$ cat src/rtl/cpu_ctrl_pkg.sv
// Shared encodings for the multicycle CPU control path and the ALU decoder.
package cpu_ctrl_pkg;

    typedef enum logic [3:0] {
        S_FETCH, S_DECODE, S_MEMADR, S_MEMRD, S_MEMWB, S_MEMWR,
        S_EXECUTE, S_ALUWB, S_BRANCH, S_ADDIEX, S_ADDIWB, S_JUMP
    } state_e;

    localparam logic [5:0] OP_RTYPE = 6'b000000;
    localparam logic [5:0] OP_LW    = 6'b100011;
    localparam logic [5:0] OP_SW    = 6'b101011;
    localparam logic [5:0] OP_BEQ   = 6'b000100;
    localparam logic [5:0] OP_ADDI  = 6'b001000;
    localparam logic [5:0] OP_J     = 6'b000010;

    localparam logic [1:0] ALUOP_ADD   = 2'b00;
    localparam logic [1:0] ALUOP_SUB   = 2'b01;
    localparam logic [1:0] ALUOP_FUNCT = 2'b10;

    localparam logic [1:0] SRCB_REG    = 2'b00;
    localparam logic [1:0] SRCB_FOUR   = 2'b01;
    localparam logic [1:0] SRCB_IMM    = 2'b10;
    localparam logic [1:0] SRCB_IMM_SH = 2'b11;

    localparam logic [1:0] PCSRC_ALU    = 2'b00;
    localparam logic [1:0] PCSRC_ALUOUT = 2'b01;
    localparam logic [1:0] PCSRC_JUMP   = 2'b10;

    // True on the cycle whose closing edge retires an instruction.
    function automatic logic retires(input state_e s, input logic mem_ready);
        return (s inside {S_MEMWB, S_ALUWB, S_BRANCH, S_ADDIWB, S_JUMP}) ||
               (s == S_MEMWR && mem_ready);
    endfunction

endpackage

$ cat src/rtl/multicycle_control.sv
// Main multicycle CPU control FSM: sequences fetch/decode/execute/memory/writeback
// and drives datapath enables, mux selects and the ALU decoder's alu_op.
module multicycle_control
    import cpu_ctrl_pkg::*;
#(
    parameter int CNT_W = 32
) (
    input  logic             clk,
    input  logic             rst_n,
    input  logic [5:0]       op,
    input  logic             mem_ready,
    output logic             ir_write,
    output logic             pc_write,
    output logic             branch,
    output logic             mem_write,
    output logic             reg_write,
    output logic             iord,
    output logic             reg_dst,
    output logic             mem_to_reg,
    output logic             alu_src_a,
    output logic [1:0]       alu_src_b,
    output logic [1:0]       pc_src,
    output logic [1:0]       alu_op,
    output logic             illegal_op,
    output logic [CNT_W-1:0] instr_count
);

    state_e           state_reg;
    state_e           state_next;
    logic [CNT_W-1:0] count_reg;

    always_ff @(posedge clk or negedge rst_n) begin
        if (!rst_n) begin
            state_reg <= S_FETCH;
            count_reg <= '0;
        end else begin
            state_reg <= state_next;
            if (retires(state_reg, mem_ready))
                count_reg <= count_reg + {{(CNT_W-1){1'b0}}, 1'b1};
        end
    end

    assign instr_count = count_reg;

    always_comb begin
        state_next = S_FETCH;
        case (state_reg)
            S_FETCH:   state_next = mem_ready ? S_DECODE : S_FETCH;
            S_DECODE: begin
                case (op)
                    OP_RTYPE:     state_next = S_EXECUTE;
                    OP_LW, OP_SW: state_next = S_MEMADR;
                    OP_BEQ:       state_next = S_BRANCH;
                    OP_ADDI:      state_next = S_ADDIEX;
                    OP_J:         state_next = S_JUMP;
                    default:      state_next = S_FETCH;
                endcase
            end
            S_MEMADR:  state_next = (op == OP_LW) ? S_MEMRD : S_MEMWR;
            S_MEMRD:   state_next = mem_ready ? S_MEMWB : S_MEMRD;
            S_MEMWR:   state_next = mem_ready ? S_FETCH : S_MEMWR;
            S_EXECUTE: state_next = S_ALUWB;
            S_ADDIEX:  state_next = S_ADDIWB;
            default:   state_next = S_FETCH;
        endcase
    end

    // Moore outputs; only FETCH (mem_ready) and DECODE (op) look at inputs.
    always_comb begin
        ir_write   = 1'b0;
        pc_write   = 1'b0;
        branch     = 1'b0;
        mem_write  = 1'b0;
        reg_write  = 1'b0;
        iord       = 1'b0;
        reg_dst    = 1'b0;
        mem_to_reg = 1'b0;
        alu_src_a  = 1'b0;
        alu_src_b  = SRCB_REG;
        pc_src     = PCSRC_ALU;
        alu_op     = ALUOP_ADD;
        illegal_op = 1'b0;
        case (state_reg)
            S_FETCH: begin
                alu_src_b = SRCB_FOUR;
                ir_write  = mem_ready;
                pc_write  = mem_ready;
            end
            S_DECODE: begin
                alu_src_b  = SRCB_IMM_SH;
                illegal_op = !(op inside {OP_RTYPE, OP_LW, OP_SW, OP_BEQ, OP_ADDI, OP_J});
            end
            S_MEMADR, S_ADDIEX: begin
                alu_src_a = 1'b1;
                alu_src_b = SRCB_IMM;
            end
            S_MEMRD: iord = 1'b1;
            S_MEMWB: begin
                reg_write  = 1'b1;
                mem_to_reg = 1'b1;
            end
            S_MEMWR: begin
                iord      = 1'b1;
                mem_write = 1'b1;
            end
            S_EXECUTE: begin
                alu_src_a = 1'b1;
                alu_op    = ALUOP_FUNCT;
            end
            S_ALUWB: begin
                reg_write = 1'b1;
                reg_dst   = 1'b1;
            end
            S_BRANCH: begin
                alu_src_a = 1'b1;
                alu_op    = ALUOP_SUB;
                pc_src    = PCSRC_ALUOUT;
                branch    = 1'b1;
            end
            S_ADDIWB: reg_write = 1'b1;
            S_JUMP: begin
                pc_src   = PCSRC_JUMP;
                pc_write = 1'b1;
            end
            default: ;
        endcase
    end

endmodule

$ cat config.mk
export PLATFORM = sky130hd
export DESIGN_NAME = multicycle_control
export DESIGN_NICKNAME = d
export VERILOG_FILES = /design/src/rtl/cpu_ctrl_pkg.sv /design/src/rtl/multicycle_control.sv
export SDC_FILE = /design/constraint.sdc
export NUM_CORES = 1
export LEC_CHECK = 0
export ABC_AREA = 1
export BUFFER_PORTS_ARGS = -buffer_cell sky130_fd_sc_hd__buf_2
export CAP_MARGIN = 20
export CORE_ASPECT_RATIO = 1.75
export CORE_MARGIN = 4
export CORE_UTILIZATION = 50
export CTS_CLUSTER_DIAMETER = 200
export DETAILED_ROUTE_END_ITERATION = 8
export GPL_TIMING_DRIVEN = 0
export HOLD_SLACK_MARGIN = 0.02
export PLACE_DENSITY = 0.75
export SYNTH_ARGS = -nofsm -noshare
export SYNTH_HDL_FRONTEND = slang
export SYNTH_SLANG_ARGS = --single-unit
$ cat constraint.sdc
create_clock -name clk -period 4.2 [get_ports clk]
set_input_delay 0.84 -clock clk [delete_from_list [all_inputs] [get_ports clk]]
set_output_delay 0.84 -clock clk [all_outputs]
set_load 0.02 [all_outputs]
==> results_dict.tcl, run 1 <==
set metrics [dict create \
    status "complete, no violations" \
    top_level_ports 57 \
    worstHoldPathType "reg -> reg" \
    cts_post_setup_buffers_inserted 0 \
    largest_register_ffs 32 \
    syn-mean-instance-area_um2 6.50 \
    overflow 0 \
    final_area_mm2 0.00294 \
    drt-vias-per-instance 5.04 \
    dp.final_hpwl_mm 5.04 \
    vias 2531 \
    global_route.usage.total_pct 22.5 \
    numClockSinks 36 \
    path_max_fanout 3 \
    setup_repair_after_global_routing_missed_its_margin "false" \
    design.die.area_mm2 0.00628 \
    setup.worst_path.end_class "primary output" \
    nFillCells 468 \
    clk_transition_reported_paths_ps 60 \
    gpl.final_weighted_congestion 0.904 \
    clock_latency_ps 290 \
    path_class "in -> out" \
    drc 0 \
    post_route_cells_drive_above_1_share_pct 20.7 \
    ys.warnings.count 0 \
    floorplan.initialDensity_pct 52.5 \
    static-leakage-power_uw 0.00153 \
    timing.critical_path.arrival_ps 1740 \
    crit_path_end "illegal_op" \
    layout.nets 460 \
    floorplan.core_area_mm2 0.00479 \
    drt_iter0_drc 120 \
    synth_enable_flop_cells 0 \
    cts_resized 0 \
    mappedNetlistNets 397 \
    antenna_left 0 \
    grt_antenna_before_repair 0 \
    cts_tree "done" \
    setup.worst_path.start_class "input port" \
    number_of_cts_inserted_buffers 5 \
    die_w_um 61.6 \
    most_used_flip_flop_cell_after_synthesis "dfrtp_1" \
    timing.final.setup_violations 0 \
    totalWireLength_mm 6.23 \
    finalHoldViolations 0 \
    worst_ir_drop_vdd_mv 0.236 \
    fmaxAchievable_ghz 0.388 \
    synth_cell_types 30 \
    timing.max_slew.rel_slack_pct 45.1 \
    die_height_um 102 \
    first_global_vias 2547 \
    final_max_slew_viol_count 0 \
    num_antenna_cells 0 \
    clock_skew_ps 6.94 \
    placement.cell_area_mm2 0.00286 \
    first_pass_grt_wire_length_mm 10.8 \
    timing.final.crit_period_ps 2580 \
    placementRows 33 \
    clockBufferDepth 2 \
    timing_worst_slew_pin_value_ps 824 \
    cell_area_after_synthesis_mm2 0.00252 \
    ys_seq_elements 36 \
    synthesis.instances 387 \
    power_density_mw_per_mm2 305 \
    startpoint "op[5]" \
    crit_required_ps 3360 \
    max_cap_viol_count 0 \
    areaGrowthSynthToFinish_pct 16.8 \
    rr_startpoint "instr_count[0]" \
    ys_async_sr_fraction_pct 100 \
    synth_sequential_area_ratio_pct 35.8 \
    worst-r2r-setup-slack_ps 2550 \
    postCtsHoldBufs 0 \
    reg2regPathDepth 8 \
    buffer_ports.inserted 56 \
    clock-root-buffer "clkbuf_8" \
    finalSetupTns_ps 0 \
    average_detailed_routed_wire_length_per_instance_um 12.4 \
    grt_start_max_net_pins 37 \
    cts_htree_levels 2 \
    dr.pass1.iters 4 \
    timing.final.crit_share_pct 61.4 \
    layout.core_utilization_pct 61.4 \
    critical_path.reg2reg.endpoint "instr_count[22]" \
]
==> cell usage in the layout (no fill, tap or decap), types with 5 or more instances in the layout <==
master    instances
buf_2            57
clkbuf_8          5
dfrtp_1          36
inv_1            44
nand2_1         150
nand2_2           9
nand3_1          23
nand4_1           9
nor2_1           61
nor2_2            7
o21ai_0           5
xnor2_1           7
xor2_1            8
==> report_power, final <==
| group | internal [uW] | switching (uW) | total (uW) |
|---|---|---|---|
| clock | 113 | 118 | 231 |
| combinational | 82.8 | 176 | 259 |
| sequential | 374 | 33.0 | 407 |
| total | 569 | 327 | 896 |
==> how the worst min path moves through the flow <==
stage	start	to	slack, ps	cells past startpoint
3_5_place_dp	instr_count[14]	instr_count[14]	520	1
2_1_floorplan	rst_n	instr_count[0]	540	0
6_report	instr_count[9]	instr_count[9]	520	1
4_1_cts	instr_count[14]	instr_count[14]	530	1
5_1_grt	instr_count[5]	instr_count[5]	550	1
3_3_place_gp	instr_count[9]	instr_count[9]	510	1
==> through the flow <==
step / power [uW] / hold slack (ps) / setup WS, ps / cells
floorplan: 586 / 544 / 1750 / 387
global placement: 670 / 509 / 1650 / 495
detailed placement: 675 / 520 / 1600 / 495
CTS: 906 / 530 / 1590 / 502
global route: 954 / 555 / 1490 / 502
finish: 896 / 523 / 1620 / 502
==> critical path: stages <==
cell,delay (ps)
buf_2,110
nor2_1,100
nand2_1,70
nor2_1,160
nand3_1,120
nand3_1,120
nor3_1,50
buf_2,160
==> per-layer routing <==
layer  wire [um]  vias to the layer above  part of all wire [%]  GRT usage, %
met5           0                        -                     0             0
met4         306                        0                   4.9          12.4
met3         322                       27                   5.2          3.92
met2        3300                       82                    53          40.0
met1        2300                     1111                    37          23.8
li1            -                     1311                     -             -
==> layout make-up <==
cell class | instances | area, um2 | share of cell area (%)
inverters | 46 | 173 | 5.87
multi-input cells | 297 | 1370 | 46.6
well taps | 52 | 65.1 | 2.21
plain buffers | 8 | 72.6 | 2.47
flip-flops and latches | 36 | 901 | 30.7
repair buffers | 56 | 280 | 9.54
clock buffers | 6 | 72.6 | 2.47
clock inverters | 1 | 5.00 | 0.170
==> logic make-up (layout without fill, tap and decap cells) <==
group,after synthesis,in the layout,synth area share (%)
AOI/OAI and AO/OA,12,12,2.83
xor gates and xnor gates,16,16,5.87
adders and majority gates,1,1,0.497
buffers and inverters,54,117,9.75
DFF,36,36,35.8
and+or+nand+nor,268,268,45.3
==> synthesized netlist by cell type (3+ instances only) <==
library cell  number  area, um2
nand2_1          150        563
nor2_1            61        229
inv_1             44        165
dfrtp_1           36        901
nand3_1           23        115
nand2_2            9       56.3
nand4_1            9       56.3
xor2_1             8       70.1
nor2_2             7       43.8
xnor2_1            7       61.3
o21ai_0            5       25.0
buf_4              4       30.0
nor3_1             3       15.0
(Power assumes the default switching activity.)
==> run 2: changes to the inputs <==
- ABC_AREA: 1 -> 0
- CORE_UTILIZATION: 50 -> 47
- PLACE_DENSITY: 0.75 -> 0.76
- clock period: 4.2 -> 2.19 ns (I/O delays scaled with it)
==> run 2 against run 1 <==
  * Final cell count shrank 36%
  * Largest cell class unchanged
  * Clock-buffer cell count is the same
  * Register-to-register slack lost 2300 ps
  * Largest power group unchanged
  * Non-clock buffer count grew 3
  * Highest routed layer unchanged
==> results_dict.tcl, run 2 <==
set metrics [dict create \
    status "complete, no violations" \
    yosys.area.top_type_share_pct 44.8 \
    fmaxAchievable_ghz 0.479 \
    post_route_cells_drive_above_1_share_pct 31.8 \
    timing_worst_slew_pin_value_ps 801 \
    synthesis.instances 210 \
    num_antenna_cells 0 \
    mappedNetlistNets 220 \
    ys.warnings.count 0 \
    buffer_ports.inserted 54 \
    antenna_left 0 \
    ys_top_cells_by_area "dfrtp_1 (45%), xnor2_1 (10%), xor2_1 (4.8%)" \
    first_global_vias 1700 \
    areaGrowthSynthToFinish_pct 23.7 \
    clockBufferDepth 2 \
    dr.pass1.iters 4 \
    number_of_cts_inserted_buffers 5 \
    global_route.usage.total_pct 16.9 \
    synth_cell_types 38 \
    timing.final.setup_violations 0 \
    largest_register_ffs 32 \
    placementRows 31 \
    top_level_ports 57 \
    setup.worst_path.end_class "primary output" \
    cts_tree "done" \
    timing.final.crit_period_ps 2090 \
    drt-vias-per-instance 5.43 \
    fin_total_pwr_uw 1680 \
    timing.final.crit_share_pct 95.4 \
    floorplan.core_area_mm2 0.00415 \
    layout_commonest_cell "buf_2" \
    most_used_flip_flop_cell_after_synthesis "dfrtp_1" \
    floorplan.initialDensity_pct 48.4 \
    path_class "reg -> out" \
    static-leakage-power_uw 0.00124 \
    vias 1755 \
    average_detailed_routed_wire_length_per_instance_um 14.0 \
    finalHoldViolations 0 \
    clock_latency_ps 280 \
    numClockSinks 36 \
    totalWireLength_mm 4.52 \
    die_w_um 57.4 \
    mostFrequentLayoutCells "buf_2 (55), dfrtp_1 (34), xnor2_1 (23), nand2_1 (20), nor2_1 (14)" \
    ys_async_sr_fraction_pct 100 \
    grt_start_max_net_pins 37 \
    cts_htree_levels 2 \
    overflow 0 \
    clock-root-buffer "clkbuf_8" \
    yosys.area.top_type "dfrtp_1" \
    layout.core_utilization_pct 59.9 \
    power_density_mw_per_mm2 675 \
    worstHoldPathType "in -> async" \
    path_max_fanout 10 \
    drc 0 \
    design.die.area_mm2 0.00543 \
    ys_seq_elements 36 \
    synth_top_cells_by_count "dfrtp_1 (36), xnor2_1 (23), nand2_1 (20), nor2_1 (14), nor3_1 (14)" \
    synth_sequential_area_ratio_pct 44.8 \
    gpl.final_weighted_congestion 0.845 \
    synth_enable_flop_cells 0 \
    dp.final_hpwl_mm 3.48 \
    worst_ir_drop_vdd_mv 0.509 \
    first_pass_grt_wire_length_mm 7.39 \
    max_cap_viol_count 0 \
    die_height_um 94.5 \
    final_max_slew_viol_count 0 \
    synthMostInstantiatedCell "dfrtp_1" \
    cell_area_after_synthesis_mm2 0.00201 \
    layout.nets 283 \
    grt_antenna_before_repair 0 \
    finalSetupTns_ps 0 \
    clk_transition_reported_paths_ps 70 \
    timing.critical_path.arrival_ps 1650 \
    syn-mean-instance-area_um2 9.57 \
    drt_iter0_drc 27 \
    setup_repair_after_global_routing_missed_its_margin "false" \
    setup.worst_path.start_class "flop" \
    clock_skew_ps 7.86 \
    crit_required_ps 1750 \
    timing.max_slew.rel_slack_pct 46.6 \
]
run 2: changes by cell type in the layout (fill, tap and decap cells not counted), moves of 10 or more:
cell / delta
inv_1: -40
nand3_1: -15
xnor2_1: +16
nor2_1: -47
nor3_1: +10
nand2_1: -130
run 2: critical path, stage by stage, from the launching register on:
cell and delay (ps):
dfrtp_1 460, clkbuf_4 250, mux2_2 340, o22ai_1 140
buf_4 170
run 2: layer usage:
| layer | track usage (%) | share of wire, % | wire length (um) |
|---|---|---|---|
| met1 | 17.0 | 37 | 1700 |
| met2 | 33.0 | 56 | 2540 |
| met3 | 3.42 | 5.0 | 224 |
| met4 | 6.19 | 1.4 | 63 |
| met5 | 0 | 0 | 0 |
run 2: through the flow:
stage          hold slack [ps]  std cells  area, um2  setup WS (ps)
2_1_floorplan              142        210       2010            118
3_3_place_gp               457        313       2340            185
3_5_place_dp               464        313       2340            171
4_1_cts                    258        321       2450           9.86
5_1_grt                    308        323       2480         0.0974
6_report                   236        323       2480            101
run 2: layout make-up:
type                       instances  area (um2)
timing repair buffer              56         288
multi-input combinational        159        1050
fill                             396        1670
clock inverter                     2        35.0
tap                               49        61.3
sequential                        36         903
buffer                            11        62.6
clock buffer                       6        72.6
inverter                           4        15.0
run 2: repair_timing:
item	CTS	global route
hold buffers	0	0
setup buffers	0	2
pin swaps	0	0
endpoints found under the setup margin	5	5
gates resized for setup	4	8
run 2: worst paths after layout:
kind	from	end	slack (ps)	depth (start not counted)
setup reg to reg	instr_count[0]	instr_count[22]	300	6
setup / recovery	state_reg[1]	reg_write	100	4
min in group clk	instr_count[31]	instr_count[31]	470	1
max in group asynchronous	rst_n	state_reg[3]	1390	1
hold / removal	rst_n	instr_count[20]	240	1
hold reg to reg	instr_count[31]	instr_count[31]	470	1
run 2: cells by family after synthesis:
| family | after synthesis | synth area share (%) |
|---|---|---|
| flip-flops | 36 | 44.8 |
| multiplexers | 3 | 1.68 |
| AND/OR/NAND/NOR | 98 | 27.3 |
| XOR/XNOR | 34 | 14.8 |
| buffers and inverters | 15 | 3.30 |
| AO/OA/AOI/OAI | 23 | 7.41 |
| adder cells (fa/ha/maj) | 1 | 0.623 |
run 2: power by group:
group	switching, uW	internal, uW
combinational	222	135
sequential	54.2	704
clock	226	338
total	502	1180
